`config.mk`:
```
export PLATFORM = sky130hd
export DESIGN_NAME = alu_reservation_station_flat
export DESIGN_NICKNAME = d
export VERILOG_FILES = /design/src/rtl/alu_reservation_station_if.sv /design/src/rtl/alu_reservation_station.sv /design/src/flat_wrapper.sv
export SDC_FILE = /design/constraint.sdc
export NUM_CORES = 1
export LEC_CHECK = 0
export BUFFER_PORTS_ARGS = -buffer_cell sky130_fd_sc_hd__buf_4
export CAP_MARGIN = 20
export CORE_MARGIN = 2
export CORE_UTILIZATION = 40
export CTS_CLUSTER_DIAMETER = 80
export DETAILED_ROUTE_END_ITERATION = 10
export PLACE_DENSITY = 0.65
export SYNTH_ARGS = -nofsm -noshare
export SYNTH_HDL_FRONTEND = slang
export SYNTH_SLANG_ARGS = --single-unit
```
`constraint.sdc`:
```
create_clock -name clk -period 6 [get_ports clk]
set_clock_uncertainty 0.2 [all_clocks]
set_input_delay 0.6 -clock clk [delete_from_list [all_inputs] [get_ports clk]]
set_output_delay 0.6 -clock clk [all_outputs]
set_load 0.02 [all_outputs]
```
`src/rtl/alu_reservation_station_if.sv`:
```
// Dispatch/CDB/ALU bundle for the ALU reservation station.
// The master side is dispatch plus the result buses; the slave side is the station.
interface alu_reservation_station_if #(
  parameter int TAG_W = 3,
  parameter int OP_W  = 5
);
  logic             flush;
  logic             issue_valid;
  logic             issue_ready;
  logic [OP_W-1:0]  issue_op;
  logic [31:0]      issue_vj;
  logic [31:0]      issue_vk;
  logic [TAG_W-1:0] issue_qj;
  logic [TAG_W-1:0] issue_qk;
  logic [TAG_W-1:0] issue_des;
  logic             issue_is_branch;
  logic [TAG_W-1:0] alu_cdb_tag;
  logic [31:0]      alu_cdb_value;
  logic [TAG_W-1:0] lsb_cdb_tag;
  logic [31:0]      lsb_cdb_value;
  logic [31:0]      alu_value_1;
  logic [31:0]      alu_value_2;
  logic [OP_W-1:0]  alu_op;
  logic [TAG_W-1:0] alu_des;
  logic             alu_is_branch;

  modport master (
    output flush, issue_valid, issue_op, issue_vj, issue_vk, issue_qj, issue_qk,
           issue_des, issue_is_branch, alu_cdb_tag, alu_cdb_value, lsb_cdb_tag,
           lsb_cdb_value,
    input  issue_ready, alu_value_1, alu_value_2, alu_op, alu_des, alu_is_branch
  );

  modport slave (
    input  flush, issue_valid, issue_op, issue_vj, issue_vk, issue_qj, issue_qk,
           issue_des, issue_is_branch, alu_cdb_tag, alu_cdb_value, lsb_cdb_tag,
           lsb_cdb_value,
    output issue_ready, alu_value_1, alu_value_2, alu_op, alu_des, alu_is_branch
  );
endinterface

```
`src/rtl/alu_reservation_station.sv`:
```
// Integer ALU reservation station: buffers dispatched ops, snoops the ALU and
// load result buses for missing operands, and sends the lowest-index ready op
// to the ALU each cycle on registered outputs. Tag 0 means "no tag / no op".
module alu_reservation_station #(
  parameter int RS_SIZE = 4,
  parameter int TAG_W   = 3,
  parameter int OP_W    = 5
) (
  input  logic                    clk,
  input  logic                    rst,
  alu_reservation_station_if.slave rs
);
  localparam int IDX_W = (RS_SIZE > 1) ? $clog2(RS_SIZE) : 1;

  logic [RS_SIZE-1:0] busy;
  logic [RS_SIZE-1:0] rdy;
  logic [OP_W-1:0]    op_r  [RS_SIZE];
  logic [31:0]        vj_r  [RS_SIZE];
  logic [31:0]        vk_r  [RS_SIZE];
  logic [TAG_W-1:0]   qj_r  [RS_SIZE];
  logic [TAG_W-1:0]   qk_r  [RS_SIZE];
  logic [TAG_W-1:0]   des_r [RS_SIZE];
  logic               br_r  [RS_SIZE];

  logic [IDX_W-1:0]   free_idx;
  logic [IDX_W-1:0]   sel_idx;
  logic               alloc;
  logic               sel_fire;
  logic [TAG_W-1:0]   fwd_qj;
  logic [TAG_W-1:0]   fwd_qk;
  logic [31:0]        fwd_vj;
  logic [31:0]        fwd_vk;

  // Operand capture from the result buses; the ALU bus wins if both match.
  function automatic logic [TAG_W+31:0] snoop(
    input logic [TAG_W-1:0] q,
    input logic [31:0]      v,
    input logic [TAG_W-1:0] a_tag,
    input logic [31:0]      a_val,
    input logic [TAG_W-1:0] l_tag,
    input logic [31:0]      l_val
  );
    if (q != '0 && q == a_tag)      snoop = {{TAG_W{1'b0}}, a_val};
    else if (q != '0 && q == l_tag) snoop = {{TAG_W{1'b0}}, l_val};
    else                            snoop = {q, v};
  endfunction

  assign rs.issue_ready = ~(&busy);
  assign alloc    = rs.issue_valid && rs.issue_ready && !rs.flush;
  assign sel_fire = (|rdy) && !rs.flush;

  // Ready vector, lowest free / lowest ready slot, and alloc-time forwarding.
  always_comb begin
    free_idx = '0;
    sel_idx  = '0;
    for (int i = 0; i < RS_SIZE; i++)
      rdy[i] = busy[i] && (qj_r[i] == '0) && (qk_r[i] == '0);
    for (int i = RS_SIZE - 1; i >= 0; i--) begin
      if (!busy[i]) free_idx = IDX_W'(i);
      if (rdy[i])   sel_idx  = IDX_W'(i);
    end
    {fwd_qj, fwd_vj} = snoop(rs.issue_qj, rs.issue_vj, rs.alu_cdb_tag, rs.alu_cdb_value,
                             rs.lsb_cdb_tag, rs.lsb_cdb_value);
    {fwd_qk, fwd_vk} = snoop(rs.issue_qk, rs.issue_vk, rs.alu_cdb_tag, rs.alu_cdb_value,
                             rs.lsb_cdb_tag, rs.lsb_cdb_value);
  end

  // Busy bits: flush clears all; select frees one slot while alloc fills another.
  always_ff @(posedge clk or posedge rst) begin
    if (rst) begin
      busy <= '0;
    end else if (rs.flush) begin
      busy <= '0;
    end else begin
      if (sel_fire) busy[sel_idx]  <= 1'b0;
      if (alloc)    busy[free_idx] <= 1'b1;
    end
  end

  // Entry payload: wakeup on busy entries, overwritten by a new allocation.
  always_ff @(posedge clk) begin
    for (int i = 0; i < RS_SIZE; i++) begin
      if (busy[i]) begin
        {qj_r[i], vj_r[i]} <= snoop(qj_r[i], vj_r[i], rs.alu_cdb_tag, rs.alu_cdb_value,
                                    rs.lsb_cdb_tag, rs.lsb_cdb_value);
        {qk_r[i], vk_r[i]} <= snoop(qk_r[i], vk_r[i], rs.alu_cdb_tag, rs.alu_cdb_value,
                                    rs.lsb_cdb_tag, rs.lsb_cdb_value);
      end
      if (alloc && free_idx == IDX_W'(i)) begin
        op_r[i]  <= rs.issue_op;
        vj_r[i]  <= fwd_vj;
        vk_r[i]  <= fwd_vk;
        qj_r[i]  <= fwd_qj;
        qk_r[i]  <= fwd_qk;
        des_r[i] <= rs.issue_des;
        br_r[i]  <= rs.issue_is_branch;
      end
    end
  end

  // Registered ALU outputs; bubbles zero the control fields but keep operand values.
  always_ff @(posedge clk or posedge rst) begin
    if (rst) begin
      rs.alu_value_1   <= '0;
      rs.alu_value_2   <= '0;
      rs.alu_op        <= '0;
      rs.alu_des       <= '0;
      rs.alu_is_branch <= 1'b0;
    end else if (sel_fire) begin
      rs.alu_value_1   <= vj_r[sel_idx];
      rs.alu_value_2   <= vk_r[sel_idx];
      rs.alu_op        <= op_r[sel_idx];
      rs.alu_des       <= des_r[sel_idx];
      rs.alu_is_branch <= br_r[sel_idx];
    end else begin
      rs.alu_op        <= '0;
      rs.alu_des       <= '0;
      rs.alu_is_branch <= 1'b0;
    end
  end
endmodule

```
`src/flat_wrapper.sv`:
```
// flat-port wrapper written by rule: the top's interface ports become plain ports
module alu_reservation_station_flat 
#(
  parameter int RS_SIZE = 4,
  parameter int TAG_W   = 3,
  parameter int OP_W    = 5
)
  (clk, rst, rs_flush, rs_issue_valid, rs_issue_op, rs_issue_vj, rs_issue_vk, rs_issue_qj, rs_issue_qk, rs_issue_des, rs_issue_is_branch, rs_alu_cdb_tag, rs_alu_cdb_value, rs_lsb_cdb_tag, rs_lsb_cdb_value, rs_issue_ready, rs_alu_value_1, rs_alu_value_2, rs_alu_op, rs_alu_des, rs_alu_is_branch);
  alu_reservation_station_if #(.TAG_W(TAG_W), .OP_W(OP_W)) rs_i ();
  input  logic clk;
  input  logic rst;
  input wire logic [$bits(rs_i.flush)-1:0] rs_flush;
  input wire logic [$bits(rs_i.issue_valid)-1:0] rs_issue_valid;
  input wire logic [$bits(rs_i.issue_op)-1:0] rs_issue_op;
  input wire logic [$bits(rs_i.issue_vj)-1:0] rs_issue_vj;
  input wire logic [$bits(rs_i.issue_vk)-1:0] rs_issue_vk;
  input wire logic [$bits(rs_i.issue_qj)-1:0] rs_issue_qj;
  input wire logic [$bits(rs_i.issue_qk)-1:0] rs_issue_qk;
  input wire logic [$bits(rs_i.issue_des)-1:0] rs_issue_des;
  input wire logic [$bits(rs_i.issue_is_branch)-1:0] rs_issue_is_branch;
  input wire logic [$bits(rs_i.alu_cdb_tag)-1:0] rs_alu_cdb_tag;
  input wire logic [$bits(rs_i.alu_cdb_value)-1:0] rs_alu_cdb_value;
  input wire logic [$bits(rs_i.lsb_cdb_tag)-1:0] rs_lsb_cdb_tag;
  input wire logic [$bits(rs_i.lsb_cdb_value)-1:0] rs_lsb_cdb_value;
  output wire logic [$bits(rs_i.issue_ready)-1:0] rs_issue_ready;
  output wire logic [$bits(rs_i.alu_value_1)-1:0] rs_alu_value_1;
  output wire logic [$bits(rs_i.alu_value_2)-1:0] rs_alu_value_2;
  output wire logic [$bits(rs_i.alu_op)-1:0] rs_alu_op;
  output wire logic [$bits(rs_i.alu_des)-1:0] rs_alu_des;
  output wire logic [$bits(rs_i.alu_is_branch)-1:0] rs_alu_is_branch;
  assign rs_i.flush = rs_flush;
  assign rs_i.issue_valid = rs_issue_valid;
  assign rs_i.issue_op = rs_issue_op;
  assign rs_i.issue_vj = rs_issue_vj;
  assign rs_i.issue_vk = rs_issue_vk;
  assign rs_i.issue_qj = rs_issue_qj;
  assign rs_i.issue_qk = rs_issue_qk;
  assign rs_i.issue_des = rs_issue_des;
  assign rs_i.issue_is_branch = rs_issue_is_branch;
  assign rs_i.alu_cdb_tag = rs_alu_cdb_tag;
  assign rs_i.alu_cdb_value = rs_alu_cdb_value;
  assign rs_i.lsb_cdb_tag = rs_lsb_cdb_tag;
  assign rs_i.lsb_cdb_value = rs_lsb_cdb_value;
  assign rs_issue_ready = rs_i.issue_ready;
  assign rs_alu_value_1 = rs_i.alu_value_1;
  assign rs_alu_value_2 = rs_i.alu_value_2;
  assign rs_alu_op = rs_i.alu_op;
  assign rs_alu_des = rs_i.alu_des;
  assign rs_alu_is_branch = rs_i.alu_is_branch;
  alu_reservation_station #(.RS_SIZE(RS_SIZE), .TAG_W(TAG_W), .OP_W(OP_W)) u_core (.clk(clk), .rst(rst), .rs(rs_i));
endmodule
```
After elaboration in Yosys (flattened, before gate mapping). Memory sizes are Yosys's and may differ from the RTL's. Cells that the tools add are included.

Memory bits (writable): 36. Register bits after elaboration: 357. Input port bits: 153. Memories kept: 3. Word-level logic and storage cells: 258.

Memories: u_core.op_r (words 4, width 5, rd ports 1, clocked after memory_dff 0, write ports 1, RTL line alu_reservation_station.sv:17) `logic [OP_W-1:0] op_r [RS_SIZE];`; u_core.des_r (words 4, width 3, rd ports 1, clocked after memory_dff 0, write ports 1, RTL line alu_reservation_station.sv:22) `logic [TAG_W-1:0] des_r [RS_SIZE];`; u_core.br_r (words 4, width 1, rd ports 1, clocked after memory_dff 0, write ports 1, RTL line alu_reservation_station.sv:23) `logic br_r [RS_SIZE];`.

Order comparisons: 5. Reductions and logical operators: 88. Bitwise gates (word level): 5. Muxes and demuxes: 112. Equal/unequal tests: 23.

Operators with widths (number): 2-to-1 mux 35 bit (20); 2-to-1 mux 32 bit (20); binary-select mux 32 bit (select 2 bit) (2); == test 3 bit (20); 2-to-1 mux 3 bit (20); nonzero test 3 bit (18); logical AND 1 bit (37); 2-to-1 mux 2 bit (17); logical NOT 3 bit (8); 2-to-1 mux 1 bit (23); 2-to-1 mux 5 bit (4); 2-to-1 mux 4 bit (4); AND reduction 2 bit (8); OR reduction 5 bit (3); OR reduction 3 bit (3); nonzero test 2 bit (4); < comparator 2 x 3 -> 1 bit (second input constant) (2); bitwise AND 4 bit (1); demux 1 bit (select 2 bit) (2); == test 2 bit (second input constant) (2); greater-or-equal comparator 2 x 1 -> 1 bit (second input constant) (2); NOT 4 bit (1); bitwise OR 4 bit (1); AND reduction 4 bit (1); other kinds (8) (10).

Depth between registers and ports, before layout.
Depth in word-level cells: 18. Gate-level depth with buffers: 10. Gate-level depth less buffers: 6.

Least setup slack after synthesis. OpenSTA, ideal clock, no wires.

Path kind: input -> register. Start point: input rs_alu_cdb_tag[2]. End point: register u_core.qk_r[10] in the netlist's numbering, enable pin. Setup time: 0.448 ns. Path buffers: 2. Arrival: 3.351 ns. Data required time: 5.352 ns. Stages on the path: 5. Slack: 2.001 ns. Path through: clkbuf_1 > buf_2 > xnor2_1 > o2111ai_1 > a31oi_1.

Cells in the longest elaborated chain, start to end: 4.

RTL lines: from (decl) (RTL line flat_wrapper.sv:21) `input wire logic [$bits(rs_i.alu_cdb_tag)-1:0] rs_alu_cdb_tag;`; == test 3 bit (RTL line alu_reservation_station.sv:43) `if (q != '0 && q == a_tag) snoop = {{TAG_W{1'b0}}, a_val};`; logical AND 1 bit (RTL line alu_reservation_station.sv:43); nonzero test 3 bit (no line); AND reduction 2 bit (no line); to (signal, indexed assignment) (RTL line alu_reservation_station.sv:86) `{qk_r[i], vk_r[i]} <= snoop(qk_r[i], vk_r[i], rs.alu_cdb_tag, rs.alu_cdb_value,`; to (signal, indexed assignment) (RTL line alu_reservation_station.sv:94) `qk_r[i] <= fwd_qk;`; to (decl) (RTL line alu_reservation_station.sv:21) `logic [TAG_W-1:0] qk_r [RS_SIZE];`.

Every way passes these cells. A chain may end at the register's enable or synchronous reset.

Worst setup path after layout.
Start point: register u_core.qj_r[0] in the netlist's numbering. End point: register u_core.rs.alu_value_2[10].

Cells in the longest elaborated chain, start to end: 11.

RTL lines: from (decl) (RTL line alu_reservation_station.sv:20) `logic [TAG_W-1:0] qj_r [RS_SIZE];`; from (signal, indexed assignment) (RTL line alu_reservation_station.sv:84) `{qj_r[i], vj_r[i]} <= snoop(qj_r[i], vj_r[i], rs.alu_cdb_tag, rs.alu_cdb_value,`; from (signal, indexed assignment) (RTL line alu_reservation_station.sv:93) `qj_r[i] <= fwd_qj;`; logical NOT 3 bit * (RTL line alu_reservation_station.sv:57) `rdy[i] = busy[i] && (qj_r[i] == '0) && (qk_r[i] == '0);`; logical AND 1 bit * (2 in series) (RTL line alu_reservation_station.sv:57); 2-to-1 mux 2 bit (4 in series) (RTL line alu_reservation_station.sv:60) `if (rdy[i]) sel_idx = IDX_W'(i);`; NOT 2 -> 3 bit (implied by the code) (RTL line alu_reservation_station.sv:111) `rs.alu_value_2 <= vk_r[sel_idx];`; binary-select mux 32 bit (select 2 bit) (RTL line alu_reservation_station.sv:111); 2-to-1 mux 32 bit (implied by the code) (2 in series) (RTL line alu_reservation_station.sv:111); to (signal assigned) (RTL line alu_reservation_station.sv:111); to (decl) (RTL line alu_reservation_station_if.sv:38) `output issue_ready, alu_value_1, alu_value_2, alu_op, alu_des, alu_is_branch`.

Mark *: on every way between the ends. The rest lies on a longest branch, timed or not. The select of a mux whose other input is x is not followed.

==> impl_metrics.json <==
{
  "outcome": "completed",
  "switchingPower_mw": 2.19,
  "critPathLaunchType": "flip-flop",
  "setup_viol": 0,
  "postCtsSetupBuffers": 0,
  "wirelength_um": 74900,
  "numCtsBuffers": 44,
  "ys_types": 59,
  "syn_nets": 2135,
  "clk_latency_ns": 0.58,
  "yosys_warnings": 0,
  "avgViaCountPerCell": 6.36,
  "initial_core_util_pct": 40.6,
  "die_y_um": 230,
  "syn_avg_cell_area_sq_um": 10.3,
  "hold_viol_final": 0,
  "maxCapViolations": 0,
  "crit_type": "reg2reg",
  "seq_power_share_pct": 43.7,
  "synthTopCellsByArea": "edfxtp_1 46%, nor2_1 10%, dfrtp_1 9.4%",
  "grt_max_degree": 73,
  "p_leak_nw": 8.87,
  "port_buffers": 226,
  "tns_ns": 0,
  "p_int_mw": 5.59,
  "powerDensity_nw_per_um2": 322,
  "antenna_found_initial": 0,
  "grt_pass1_vias": 17374,
  "synth_top_area_share_pct": 46.5,
  "cts_tree": "yes",
  "yosysTopAreaCell": "edfxtp_1",
  "via_count": 17697,
  "wire_per_inst_um": 26.9,
  "overflow": 0,
  "synthArstFlopShare_pct": 19.6,
  "synth-seq-area-share_pct": 55.9,
  "fin_area_sq_um": 24200,
  "drt_iter0_drc": 2582,
  "synth_edf_count": 316,
  "fin_crit_sh_pct": 64.9,
  "crit_path_max_fanout": 37,
  "maxSlewViolCount": 0,
  "syn-cell-area_sq_um": 20400,
  "cts-root-buf": "clkbuf_16",
  "core_sq_um": 50300,
  "pwr-share-clk_pct": 38.3,
  "gp_congestion": 0.835,
  "syn_inst": 1982,
  "antenna_cells": 0,
  "switching_share_pct": 28.2,
  "critPathCaptureType": "flip-flop",
  "grt_setup_unrepaired": "no",
  "power.combinational.fraction_pct": 18.0,
  "grt_pass1_wl_um": 110000,
  "power_mw": 7.79,
  "drive_gt1_share_pct": 21.1,
  "clk_pin_slew_ns": 0.06,
  "crit_arrival_ns": 4.15,
  "slew_headroom_pct": 20.3,
  "tightest_slew_ns": 1.20,
  "core.rowCount": 82,
  "ant_nets": 0,
  "die_area_sq_um": 52900,
  "fin_crit_ns": 3.90,
  "clock_sinks": 393,
  "die_w_um": 230,
  "drcViolationCount": 0,
  "synth_flop_cell": "edfxtp_1",
  "dp_hpwl_um": 45000,
  "peakVddDrop_uv": 192,
  "io_pins": 227,
  "first_pass_iters": 8,
  "worstHoldPathType": "in2reg",
  "h-tree-depth": 2,
  "required_ns": 6.25,
  "cts.path.max_buffers": 3,
  "utilization_pct": 48.2,
  "fmax_mhz": 257,
  "synth-seq-cells": 393,
  "grt_use_total_pct": 27.5,
  "placed_cell_area_sq_um": 22500,
  "hold_ws_ns": 0.0422,
  "area_growth_pct": 18.5,
  "num-nets-final": 2226
}
==> power by group through the flow <==
stage | logic [mW] | clock network, mW | registers, mW
global placement | 1.35 | 0 | 3.45
floorplan | 0.625 | 0 | 3.55
CTS | 1.39 | 3.00 | 3.40
global route | 1.50 | 3.10 | 3.42
detailed placement | 1.39 | 0 | 3.45
finish | 1.40 | 2.98 | 3.40
==> layer usage <==
| metal | part of all wire, % | GRT usage, % |
|---|---|---|
| met3 | 11 | 5.93 |
| met1 | 40 | 36.7 |
| met2 | 46 | 43.3 |
| met5 | 0 | 0 |
| met4 | 3.9 | 11.9 |
==> sequential cells by signal (all words and copies together), names as in the netlist <==
| register | count |
|---|---|
| u_core.br_r | 4 |
| u_core.busy | 4 |
| u_core.des_r | 12 |
| u_core.op_r | 20 |
| u_core.qj_r | 12 |
| u_core.qk_r | 12 |
| u_core.rs.alu_des | 3 |
| u_core.rs.alu_is_branch | 1 |
| u_core.rs.alu_op | 5 |
| u_core.rs.alu_value_1 | 32 |
| u_core.rs.alu_value_2 | 32 |
| u_core.vj_r | 128 |
| u_core.vk_r | 128 |
==> final cells by class <==
class                      instances  area (sq um)
clock buffer                      58          1230
clock inverter                    24           363
fill                            4502         26100
inverter                          12          47.5
multi-input combinational       1358          8260
sequential                       393         11400
tap                              672           841
timing repair buffer             264          2060
==> path summary, 6_finish.rpt <==
check / slack, ns / to / startpoint / depth (start not counted)
min reg2reg: 0.33 / u_core.rs.alu_value_1[0] / u_core.rs.alu_value_1[0] / 2
min in group asynchronous: 0.35 / u_core.rs.alu_value_1[26] / rst / 3
min: 0.04 / u_core.op_r[3][0] / rs_issue_op[0] / 1
max reg2reg: 2.10 / u_core.rs.alu_value_2[10] / u_core.qj_r[0] / 6
max in group asynchronous: 3.98 / u_core.busy[0] / rst / 4
max: 2.10 / u_core.rs.alu_value_2[10] / u_core.qj_r[0] / 6
==> kinds of logic (layout without fill, tap and decap cells) <==
group           Yosys count  after routing  synth area share (%)
simple gates            710            710                  14.4
mux                      71             71                  3.69
flops                   393            393                  55.9
xor+xnor                 40             40                  1.72
compound gates          537            537                  19.6
buf+inv                 231            358                  4.73
==> worst max-delay path, cell delays in order (launching register included) <==
cell and delay [ns]:
edfxtp_1 0.46, or4_1 0.66, nor3_4 0.93, nand2_2 0.60, buf_4 0.50, o221ai_1 0.28
a21oi_1 0.10
==> through the flow <==
stage / cells / setup slack, ns
2_1_floorplan: 1982 / 2.00
3_3_place_gp: 2690 / 2.25
3_5_place_dp: 2691 / 2.10
4_1_cts: 2774 / 2.16
5_1_grt: 2781 / 2.00
6_report: 2781 / 2.10
==> synthesized netlist by cell type (38+ instances only) <==
master,n
a211oi_1,140
a21oi_1,73
a221oi_1,55
buf_1,40
clkbuf_1,139
dfrtp_1,77
edfxtp_1,316
nand2_1,44
nand2b_1,38
nor2_1,557
o221ai_1,55
o22ai_1,96
==> placed cells by master, fill, tap and decap left out, types with 5 or more instances in the layout <==
cell type and instances:
xnor2_1 10, and2_1 8, a221oi_1 55, nor2b_1 5, o21bai_1 5, clkbuf_16 46
nand2b_1 38, o221a_2 32, o221ai_1 55, edfxtp_1 316, a21o_1 13, nand3_1 23
mux2_2 35, nand2_1 35, o21ba_2 5, clkinv_2 9, nand2_2 8, buf_4 255
xor2_1 30, nor2_4 7, and3_1 9, a31oi_1 11, inv_1 10, bufinv_16 9
o22ai_1 96, dfrtp_1 77, nor2_1 550, o21ai_0 16, a22oi_1 9, a21oi_1 72
mux2i_1 32, a211oi_1 140, clkbuf_1 10, or2_2 6
==> timing repair <==
| action | in CTS | in global routing |
|---|---|---|
| hold endpoints to repair | 24 | 0 |
| resized for setup | 0 | 0 |
| hold buffers | 1 | 0 |
Note: power is estimated with default switching activity, not from simulation.
